==> src/rtl/board_store.sv <==
// Chess board store: 64 x 4-bit squares, row-wise init, capture and game-over tracking.
// Optional capture counters are built when CAPTURE_COUNT_EN is defined.
module board_store (
    input  logic         clk,
    input  logic         reset,
    input  logic [10:0]  changePiece,
    input  logic [2:0]   currentState,
    output logic [255:0] entireBoard,
    output logic         boardReady,
    output logic         capturePulse,
    output logic [3:0]   capturedPiece,
    output logic         gameOver,
    output logic [4:0]   whiteCaptures,
    output logic [4:0]   blackCaptures
);

    typedef enum logic [1:0] {
        S_INIT,
        S_READY,
        S_OVER
    } state_t;

    state_t         state_q, state_d;
    logic [2:0]     row_q, row_d;
    logic [2:0]     prev_q;
    logic [255:0]   board_q, board_d;
    logic           pulse_q, pulse_d;
    logic [3:0]     capt_q, capt_d;

    logic [5:0]     wr_addr;
    logic [3:0]     wr_code;
    logic [3:0]     old_code;
    logic           start_game;
    logic           wr_ok;
    logic           is_cap;

    function automatic logic [31:0] row_layout(input logic [2:0] r);
        logic [31:0] v;
        v = 32'h0;
        case (r)
            3'd0:    v = 32'hCABE_DBAC;
            3'd1:    v = 32'h9999_9999;
            3'd6:    v = 32'h1111_1111;
            3'd7:    v = 32'h4236_5324;
            default: v = 32'h0;
        endcase
        return v;
    endfunction

    assign wr_addr    = changePiece[5:0];
    assign wr_code    = changePiece[9:6];
    assign old_code   = board_q[{wr_addr, 2'b00} +: 4];
    assign start_game = (prev_q != 3'b000) && (currentState == 3'b000);
    assign wr_ok      = (state_q == S_READY) && !start_game &&
                        changePiece[10] && (wr_code[2:0] != 3'd7);
    // Capture needs two non-empty pieces of opposite colour.
    assign is_cap     = wr_ok && (wr_code[2:0] != 3'd0) &&
                        (old_code[2:0] != 3'd0) && (wr_code[3] != old_code[3]);

    always_comb begin
        state_d = state_q;
        row_d   = row_q;
        board_d = board_q;
        pulse_d = 1'b0;
        capt_d  = capt_q;
        if (start_game) begin
            state_d = S_INIT;
            row_d   = 3'd0;
            capt_d  = 4'd0;
        end else begin
            case (state_q)
                S_INIT: begin
                    board_d[{row_q, 5'b00000} +: 32] = row_layout(row_q);
                    row_d = row_q + 3'd1;
                    if (row_q == 3'd7) state_d = S_READY;
                end
                S_READY: begin
                    if (wr_ok) board_d[{wr_addr, 2'b00} +: 4] = wr_code;
                    if (is_cap) begin
                        pulse_d = 1'b1;
                        capt_d  = old_code;
                        if (old_code[2:0] == 3'd6) state_d = S_OVER;
                    end
                end
                default: ;
            endcase
        end
    end

    always_ff @(posedge clk) begin
        if (reset) begin
            state_q <= S_INIT;
            row_q   <= 3'd0;
            prev_q  <= 3'b000;
            board_q <= '0;
            pulse_q <= 1'b0;
            capt_q  <= 4'd0;
        end else begin
            state_q <= state_d;
            row_q   <= row_d;
            prev_q  <= currentState;
            board_q <= board_d;
            pulse_q <= pulse_d;
            capt_q  <= capt_d;
        end
    end

`ifdef CAPTURE_COUNT_EN
    logic [4:0] wcnt_q, wcnt_d;
    logic [4:0] bcnt_q, bcnt_d;

    // Saturate at 16: a side never loses more than 16 pieces.
    always_comb begin
        wcnt_d = wcnt_q;
        bcnt_d = bcnt_q;
        if (start_game) begin
            wcnt_d = 5'd0;
            bcnt_d = 5'd0;
        end else if (is_cap) begin
            if (old_code[3] && bcnt_q < 5'd16) bcnt_d = bcnt_q + 5'd1;
            if (!old_code[3] && wcnt_q < 5'd16) wcnt_d = wcnt_q + 5'd1;
        end
    end

    always_ff @(posedge clk) begin
        if (reset) begin
            wcnt_q <= 5'd0;
            bcnt_q <= 5'd0;
        end else begin
            wcnt_q <= wcnt_d;
            bcnt_q <= bcnt_d;
        end
    end

    assign whiteCaptures = wcnt_q;
    assign blackCaptures = bcnt_q;
`else
    assign whiteCaptures = 5'd0;
    assign blackCaptures = 5'd0;
`endif

    assign entireBoard   = board_q;
    assign boardReady    = (state_q == S_READY);
    assign gameOver      = (state_q == S_OVER);
    assign capturePulse  = pulse_q;
    assign capturedPiece = capt_q;

endmodule

==> config.mk <==
export PLATFORM = sky130hd
export DESIGN_NAME = board_store
export DESIGN_NICKNAME = d
export VERILOG_FILES = /design/src/rtl/board_store.sv
export SDC_FILE = /design/constraint.sdc
export NUM_CORES = 1
export LEC_CHECK = 0
export BUFFER_PORTS_ARGS = -buffer_cell sky130_fd_sc_hd__buf_2
export CAP_MARGIN = 15
export CORE_MARGIN = 5
export CORE_UTILIZATION = 40
export CTS_CLUSTER_SIZE = 30
export DETAILED_ROUTE_END_ITERATION = 10
export HOLD_SLACK_MARGIN = 0.02
export PLACE_DENSITY = 0.6
export SETUP_SLACK_MARGIN = 0.05
export SLEW_MARGIN = 20
export SYNTH_ARGS = -nofsm -noshare
export SYNTH_HDL_FRONTEND = slang
export SYNTH_SLANG_ARGS = --single-unit
==> constraint.sdc <==
create_clock -name clk -period 4.68 [get_ports clk]
set_input_delay 1.404 -clock clk [delete_from_list [all_inputs] [get_ports clk]]
set_output_delay 1.404 -clock clk [all_outputs]
set_load 0.02 [all_outputs]
==> results of run 1 <==
[worst min path at each step]
stage / startpoint / to / cells after the start
after global placement: capturedPiece[3] / capturedPiece[3] / 2
after floorplan: row_q[2] / row_q[2] / 2
after detailed placement: capturedPiece[3] / capturedPiece[3] / 2
after CTS: capturedPiece[3] / capturedPiece[3] / 2
after global routing: entireBoard[98] / entireBoard[98] / 2
final: capturedPiece[3] / capturedPiece[3] / 2
[synthesized netlist by cell type (12+ instances only)]
library cell and instances:
a21oi_1 134, a31oi_1 16, nand2b_1 15, buf_2 24, buf_4 14, mux2i_1 95
nor2b_1 16, mux4_2 54, o21ai_0 131, nand3_1 65, o21ai_1 12, a211oi_1 40
nor3_1 55, dfxtp_1 269, nor2_1 327, a221oi_1 12, nand4_1 16, a311oi_1 18
inv_1 19, clkbuf_1 75, a22oi_1 26, nand2_1 150
[metal layers]
layer | vias to the layer above | GRT usage, % | routed length, µm
li1 | 7106 | - | -
met2 | 1052 | 52.4 | 32000
met4 | 6 | 14.1 | 3690
met3 | 208 | 6.35 | 7460
met1 | 7935 | 48.7 | 30700
met5 | - | 0 | 34
[cells by family (layout without fill, tap and decap cells)]
family / count (synthesis) / after routing / share of synthesized area (%)
other: 1 / 10 / 0.0255
and+or+nand+nor: 724 / 724 / 22.5
xor gates and xnor gates: 7 / 7 / 0.416
adders and majority gates: 10 / 10 / 0.849
AOI/OAI and AO/OA: 464 / 464 / 19.6
DFF: 269 / 269 / 36.5
muxes: 160 / 160 / 15.5
buffers and inverters: 144 / 479 / 4.51
[cell type report]
cell class | instances | share of cell area [%]
inverter | 21 | 0.432
multi-input combinational | 1375 | 47.8
clock buffer | 47 | 5.01
clock inverter | 9 | 0.815
timing repair buffer | 402 | 13.2
tap | 468 | 3.21
sequential | 269 | 29.5
[flip-flops by register name, summed over array words and instances (netlist names)]
signal,count
state_q,2
capturedPiece,4
row_q,3
capturePulse,1
prev_q,3
entireBoard,256
[metrics by stage]
step	setup WS [ps]	util (%)	total power, mW	std cells
finish	650	50.0	5.88	2591
CTS	796	50.0	5.87	2591
global route	590	50.0	6.03	2591
global placement	203	47.1	3.33	2535
floorplan	316	-	2.95	1788
detailed placement	200	47.1	3.33	2535
[report_power, final]
part	internal (mW)	switching (mW)
Clock	1.56	1.02
Sequential	2.35	0.0613
Combinational	0.274	0.627
[critical path: cells and delay by family]
family	cells	cell delay, ps
muxes	3	850
buffers and inverters	3	700
and+or+nand+nor	1	100
AOI/OAI and AO/OA	4	1430
==> results_dict.tcl, run 1 <==
set metrics [dict create \
    ff2ff_setup_slack_ps 1250 \
    mostFrequentLayoutCells "nor2_1, buf_2, dfxtp_1" \
    cp-endpoint "state_q[0]" \
    cp-end-kind "flop" \
    insertion_delay_ps 580 \
    timing.rr.start "row_q[0]" \
    synth.cell_area_um2 14700 \
    drt_wl_total_um 73800 \
    reg2reg_to "entireBoard[52]" \
    grt_max_degree 114 \
    grt_pass1_wl_um 107000 \
    finalMaxSlewViolations 0 \
    core_um2 36500 \
    arrival_ps 4520 \
    first_iter_violations 2096 \
    cts_tree "done" \
    die-area_um2 40800 \
    fin_crit_sh_pct 86.1 \
    dr_total_vias 16307 \
    placed_area_um2 17200 \
    ios 289 \
    p_leak_nw 7.57 \
    hpwl_um 56400 \
    die_y_um 202 \
    cp_common_cell "buf_4" \
    critPathKind "in2reg" \
    async_reset_ff_share_pct 0 \
    synth.distinct_cells 76 \
    layout_commonest_cell "nor2_1" \
    gp_congestion 1.12 \
    synth_top_cell_by_area "dfxtp_1" \
    drc 0 \
    worst-slew-pin-transition_ps 1160 \
    cts_hold_buf 0 \
    fillers 3582 \
    crit_slowest_cell "a211oi_1" \
    synthesis.instances 1779 \
    synthFlopType "dfxtp_1" \
    synth_top_area_share_pct 36.5 \
    drv_cap 0 \
    seq_area_frac_synth_pct 36.5 \
    cts_made_buffers 31 \
    die_w_um 202 \
    viasPerCell 6.29 \
    critPathMaxStageDelay_ps 500 \
    synth_edf_count 0 \
    wl_per_cell_um 28.5 \
    ys_ff_latch 269 \
    rsz0062_at_grt "false" \
    grt.total_usage_pct 34.6 \
    yosysWarnings 0 \
    worst_ep_required_time_ps 5170 \
    drive_gt1_share_pct 26.7 \
    register_area_um2 5390 \
    clock_path_buffers 3 \
    startpoint_type "primary input" \
    relSlewSlack_pct 22.8 \
    grt_pass1_vias 15411 \
    diodes 0 \
    hold_viol 0 \
    clkTransAtPathRegs_ps 60 \
    setup_tns_ps 0 \
    cts.root.buffer_cell "clkbuf_16" \
    clock.fmax_mhz 248 \
    cp_cell_sequence "buf_4 > buf_4 > buf_4 > mux4_2 > mux2i_1 > mux2i_1 > a211oi_1 > a31oi_1 > o311ai_1 > nand2_1 > a221oi_1" \
    io_buffers 278 \
    powerDensity_nw_per_um2 322 \
    fin_skew_ps 13.1 \
    multi_input_area_um2 8740 \
    globalRouteOverflowTotal 0 \
    htreeDepth 1 \
    crit_fanout 22 \
    cp-startpoint "changePiece[1]" \
    clock_sinks 269 \
    antenna_found_initial 6 \
    initial_utilization_pct 40.3 \
    syn_avg_cell_area_um2 8.28 \
    nets 2126 \
    min_period_ps 4030 \
    hold_class "reg2reg" \
    reg2reg_depth 11 \
    area_delta_synth_final_pct 24.0 \
    synth_top_cells_by_area "dfxtp_1, nor2_1, mux4_2" \
    peakVddDrop_mv 0.276 \
    whs_ps 469 \
    first_pass_iters 5 \
    finalSetupViolCount 0 \
    status "completed" \
    ant_nets 0 \
    post_cts_resized 0 \
    post-cts-setup-buffer-count 0 \
    row_count 70 \
    stdcell_area_um2 18300 \
]
(Power assumes the default switching activity.)
==> inputs of run 2 (changes only) <==
- CELL_PAD_IN_SITES_DETAIL_PLACEMENT: not set -> 2
- CELL_PAD_IN_SITES_GLOBAL_PLACEMENT: not set -> 2
- CORE_UTILIZATION: 40 -> 33
- PLACE_DENSITY: 0.6 -> 0.8
==> run 2 against run 1 <==
Clock skew barely moved. First-iteration DRC count down 20%. Wire length up 19%. Via count up 3.6%. Non-clock buffer count rose by 7. Power increased by 3.9%. Fmax fell by 5.5%. Final area is 1.6% higher. Highest routed layer unchanged. Clock power up 7%.
==> results_dict.tcl, run 2 (synthesized netlist as in run 1, its figures left out) <==
set metrics [dict create \
    layout_commonest_cell "nor2_1" \
    cts.root.buffer_cell "clkbuf_16" \
    swShare_pct 30.5 \
    grt_max_degree 147 \
    nets 2137 \
    rsz0062_at_grt "false" \
    grt.total_usage_pct 34.3 \
    globalRouteOverflowTotal 0 \
    reg2reg_to "entireBoard[121]" \
    arrival_ps 4700 \
    mostFrequentLayoutCells "nor2_1, buf_2, dfxtp_1" \
    status "completed" \
    clock.fmax_mhz 235 \
    placed_area_um2 17400 \
    relSlewSlack_pct 27.0 \
    crit_fanout 56 \
    fin_skew_ps 13.4 \
    intPower_mw 4.25 \
    clock_path_buffers 3 \
    grt_pass1_vias 17546 \
    p_sw_mw 1.86 \
    finalMaxSlewViolations 0 \
    startpoint_type "primary input" \
    stdcell_area_um2 18600 \
    p_leak_nw 7.64 \
    reg2reg_depth 11 \
    critPathKind "in2reg" \
    ff2ff_setup_slack_ps 980 \
    drv_cap 0 \
    powerDensity_nw_per_um2 329 \
    grt_pass1_wl_um 128000 \
    first_iter_violations 1675 \
    die_w_um 221 \
    ant_nets 0 \
    io_buffers 278 \
    htreeDepth 2 \
    hold_class "reg2reg" \
    drc 0 \
    hold_viol 0 \
    die_y_um 221 \
    cp-endpoint "state_q[0]" \
    gp_congestion 1.03 \
    worst_ep_required_time_ps 5120 \
    worst-slew-pin-transition_ps 1070 \
    placed_cells 2666 \
    post-cts-setup-buffer-count 0 \
    insertion_delay_ps 560 \
    first_pass_iters 5 \
    cp-startpoint "changePiece[1]" \
    finalSetupViolCount 0 \
    min_period_ps 4260 \
    fin_crit_sh_pct 91.1 \
    peakVddDrop_mv 0.207 \
    fillers 5002 \
    drt_wl_total_um 88200 \
    die-area_um2 49000 \
    cts_made_buffers 35 \
    largest_reg_flops 256 \
    dr_total_vias 16899 \
    core_um2 44200 \
    multi_input_area_um2 8750 \
    final_cell_count_no_fill 2729 \
    wl_per_cell_um 32.3 \
    combPwrFrac_pct 15.6 \
    viasPerCell 6.19 \
    initial_utilization_pct 33.3 \
    seqPwrFrac_pct 39.4 \
    hpwl_um 66600 \
    area_delta_synth_final_pct 26.0 \
    register_area_um2 5390 \
    clkTransAtPathRegs_ps 60 \
    clock_sinks 269 \
    post_cts_resized 0 \
    clkPwrFrac_pct 45.0 \
    row_count 77 \
    cp-end-kind "flop" \
    antenna_found_initial 6 \
    ios 289 \
    cts_hold_buf 0 \
    timing.rr.start "row_q[0]" \
    drive_gt1_share_pct 27.4 \
    setup_tns_ps 0 \
    cts_tree "done" \
]
## run 2: worst min-delay path by stage
stage / startpoint / to / slack (ps) / depth (start not counted)
final: capturedPiece[3] / capturedPiece[3] / 500 / 2
after detailed placement: entireBoard[98] / entireBoard[98] / 480 / 2
after global placement: entireBoard[104] / entireBoard[104] / 460 / 2
after global routing: capturedPiece[3] / capturedPiece[3] / 520 / 2
after CTS: entireBoard[12] / entireBoard[12] / 490 / 2
after floorplan: row_q[2] / row_q[2] / 510 / 2
## run 2: per-layer routing
layer | share of wire [%] | vias to the layer above | track usage (%)
li1 | - | 7126 | -
met1 | 42 | 8724 | 45.5
met2 | 46 | 840 | 56.1
met3 | 7.1 | 205 | 5.82
met4 | 4.3 | 4 | 13.4
met5 | 0.039 | - | 0
## run 2: metrics by stage
step / total power [mW] / util, % / worst slack (ps) / hold slack, ps
2_1_floorplan: 2.95 / - / 316 / 510
3_3_place_gp: 3.35 / 39.4 / 185 / 465
3_5_place_dp: 3.38 / 39.4 / 5.45 / 477
4_1_cts: 6.12 / 42.0 / 544 / 494
5_1_grt: 6.27 / 42.0 / 378 / 521
6_report: 6.11 / 42.0 / 417 / 496
## run 2: cell type report
type,count,area share (%)
Multi-Input combinational cell,1375,47.1
Timing Repair Buffer,409,13.2
Clock buffer,50,5.68
Sequential cell,269,29.0
Clock inverter,12,0.519
Inverter,21,0.425
Antenna cell,1,0.0135
Tap cell,592,3.99
## run 2: power groups by stage
| stage | clock network (mW) | logic (mW) | registers, mW |
|---|---|---|---|
| floorplan | 0 | 0.460 | 2.49 |
| global placement | 0 | 0.900 | 2.45 |
| detailed placement | 0 | 0.924 | 2.46 |
| CTS | 2.78 | 0.931 | 2.41 |
| global route | 2.87 | 0.983 | 2.41 |
| finish | 2.75 | 0.954 | 2.41 |
## run 2: critical path, cell delays in order
cell and delay, ps:
buf_4 100, buf_12 340, buf_4 300, nor2b_1 90, a2111oi_0 900, o41ai_1 250, o22ai_1 290, a211oi_2 170
o311ai_1 300, nand2_1 120, a221oi_1 340
==> inputs of run 3 (changes only) <==
- CORE_ASPECT_RATIO: not set -> 2
- MAX_ROUTING_LAYER: not set -> met4
==> run 3 against run 2 <==
Fmax up 6.7%. Global-route usage is 2.6 points higher. Sequential share of layout area barely moved. Final area barely moved. Critical path type unchanged. Largest power group unchanged.
==> results_dict.tcl, run 3 (synthesized netlist as in run 1, its figures left out) <==
set metrics [dict create \
    viasPerCell 6.19 \
    area_delta_synth_final_pct 25.9 \
    grt_pass1_vias 18336 \
    whs_ps 471 \
    startpoint_type "primary input" \
    min_period_ps 3990 \
    cts_tree "done" \
    drv_cap 0 \
    layout_commonest_cell "nor2_1" \
    grt_util_met1_pct 35.4 \
    dr_total_vias 16715 \
    gp_congestion 1.04 \
    mostFrequentLayoutCells "nor2_1, buf_2, dfxtp_1" \
    power_mw 5.84 \
    drt_wl_total_um 91800 \
    critPathKind "in2reg" \
    rsz0062_at_grt "false" \
    die_y_um 309 \
    initial_utilization_pct 33.3 \
    first_pass_iters 5 \
    cts_hold_buf 0 \
    grt_pass1_wl_um 131000 \
    ios 289 \
    worst-slew-pin-transition_ps 1170 \
    ff2ff_setup_slack_ps 1160 \
    status "completed" \
    drive_gt1_share_pct 27.8 \
    htreeDepth 1 \
    cts.root.buffer_cell "clkbuf_16" \
    post_cts_resized 0 \
    grt.total_usage_pct 36.9 \
    worst_ep_required_time_ps 5160 \
    die_w_um 159 \
    clock.fmax_mhz 250 \
    powerDensity_nw_per_um2 315 \
    relSlewSlack_pct 21.2 \
    crit_fanout 16 \
    p_leak_nw 7.67 \
    peakVddDrop_mv 0.281 \
    clock_sinks 269 \
    grt_util_met2_pct 65.9 \
    cts_made_buffers 28 \
    first_iter_violations 1148 \
    finalSetupViolCount 0 \
    clock_path_buffers 3 \
    row_count 109 \
    arrival_ps 4470 \
    globalRouteOverflowTotal 0 \
    min_delay_path_depth 2 \
    io_buffers 278 \
    wl_per_cell_um 34.0 \
    clkTransAtPathRegs_ps 70 \
    fin_crit_sh_pct 85.4 \
    grt_max_degree 103 \
    top_usage_layer "met2" \
    core_um2 44200 \
    drc 0 \
    reg2reg_depth 10 \
    antenna_found_initial 1 \
    hold_viol 0 \
    largest_reg_flops 256 \
    nets 2148 \
    cp-end-kind "flop" \
    post-cts-setup-buffer-count 0 \
    insertion_delay_ps 590 \
    ant_nets 0 \
    fin_util_pct 42.0 \
    hpwl_um 72600 \
    setup_tns_ps 0 \
    finalMaxSlewViolations 0 \
    met3_usage_pct 4.80 \
    hold_class "reg2reg" \
    fin_skew_ps 17.5 \
    die-area_um2 49200 \
]
[run 3: cell count changes in the layout (fill, tap and decap cells not counted), sizes merged]
| cell | delta |
|---|---|
| buf | +18 |
| bufinv | +2 |
| clkinv | -3 |
| clkinvlp | -1 |
| clkbuf | -9 |
[run 3: layer usage]
layer	share of wire (%)	vias to the layer above
li1	-	7141
met1	34	8491
met2	52	726
met3	4.3	357
met4	11	0
met5	0	-
[run 3: area by class of cell]
cell class / instances / area (µm²)
multi-input combinational: 1375 / 8760
clock buffer: 41 / 841
fill: 5164 / 25600
antenna: 1 / 2.50
sequential: 269 / 5390
timing repair buffer: 427 / 2650
clock inverter: 10 / 130
tap: 555 / 694
inverter: 21 / 78.8
[run 3: stage by stage]
stage | setup slack (ps) | cell area, µm² | std cells
2_1_floorplan | 316 | 14800 | 1788
3_3_place_gp | 163 | 17600 | 2647
3_5_place_dp | 111 | 17600 | 2647
4_1_cts | 728 | 18500 | 2698
5_1_grt | 603 | 18500 | 2699
6_report | 685 | 18500 | 2699
[run 3: report_power, final]
group	total, mW	switching, mW	internal (mW)	leakage (nW)
combinational	0.975	0.688	0.287	5.02
sequential	2.41	0.0669	2.34	2.17
clock	2.45	1.05	1.40	0.476
total	5.84	1.80	4.04	7.67
[run 3: worst max-delay path: stages]
cell and delay (ps):
buf_2 420, buf_4 390, nor2b_1 530, a22oi_1 130, and4_1 300, o32ai_1 350, a211oi_2 160, mux2_2 280
o31ai_2 60, buf_4 170, a32o_1 260
[run 3: path summary, 6_finish.rpt]
kind,from,end
max,changePiece[2],capturedPiece[2]
min,entireBoard[241],entireBoard[241]
max reg2reg,row_q[0],entireBoard[0]
min reg2reg,entireBoard[241],entireBoard[241]
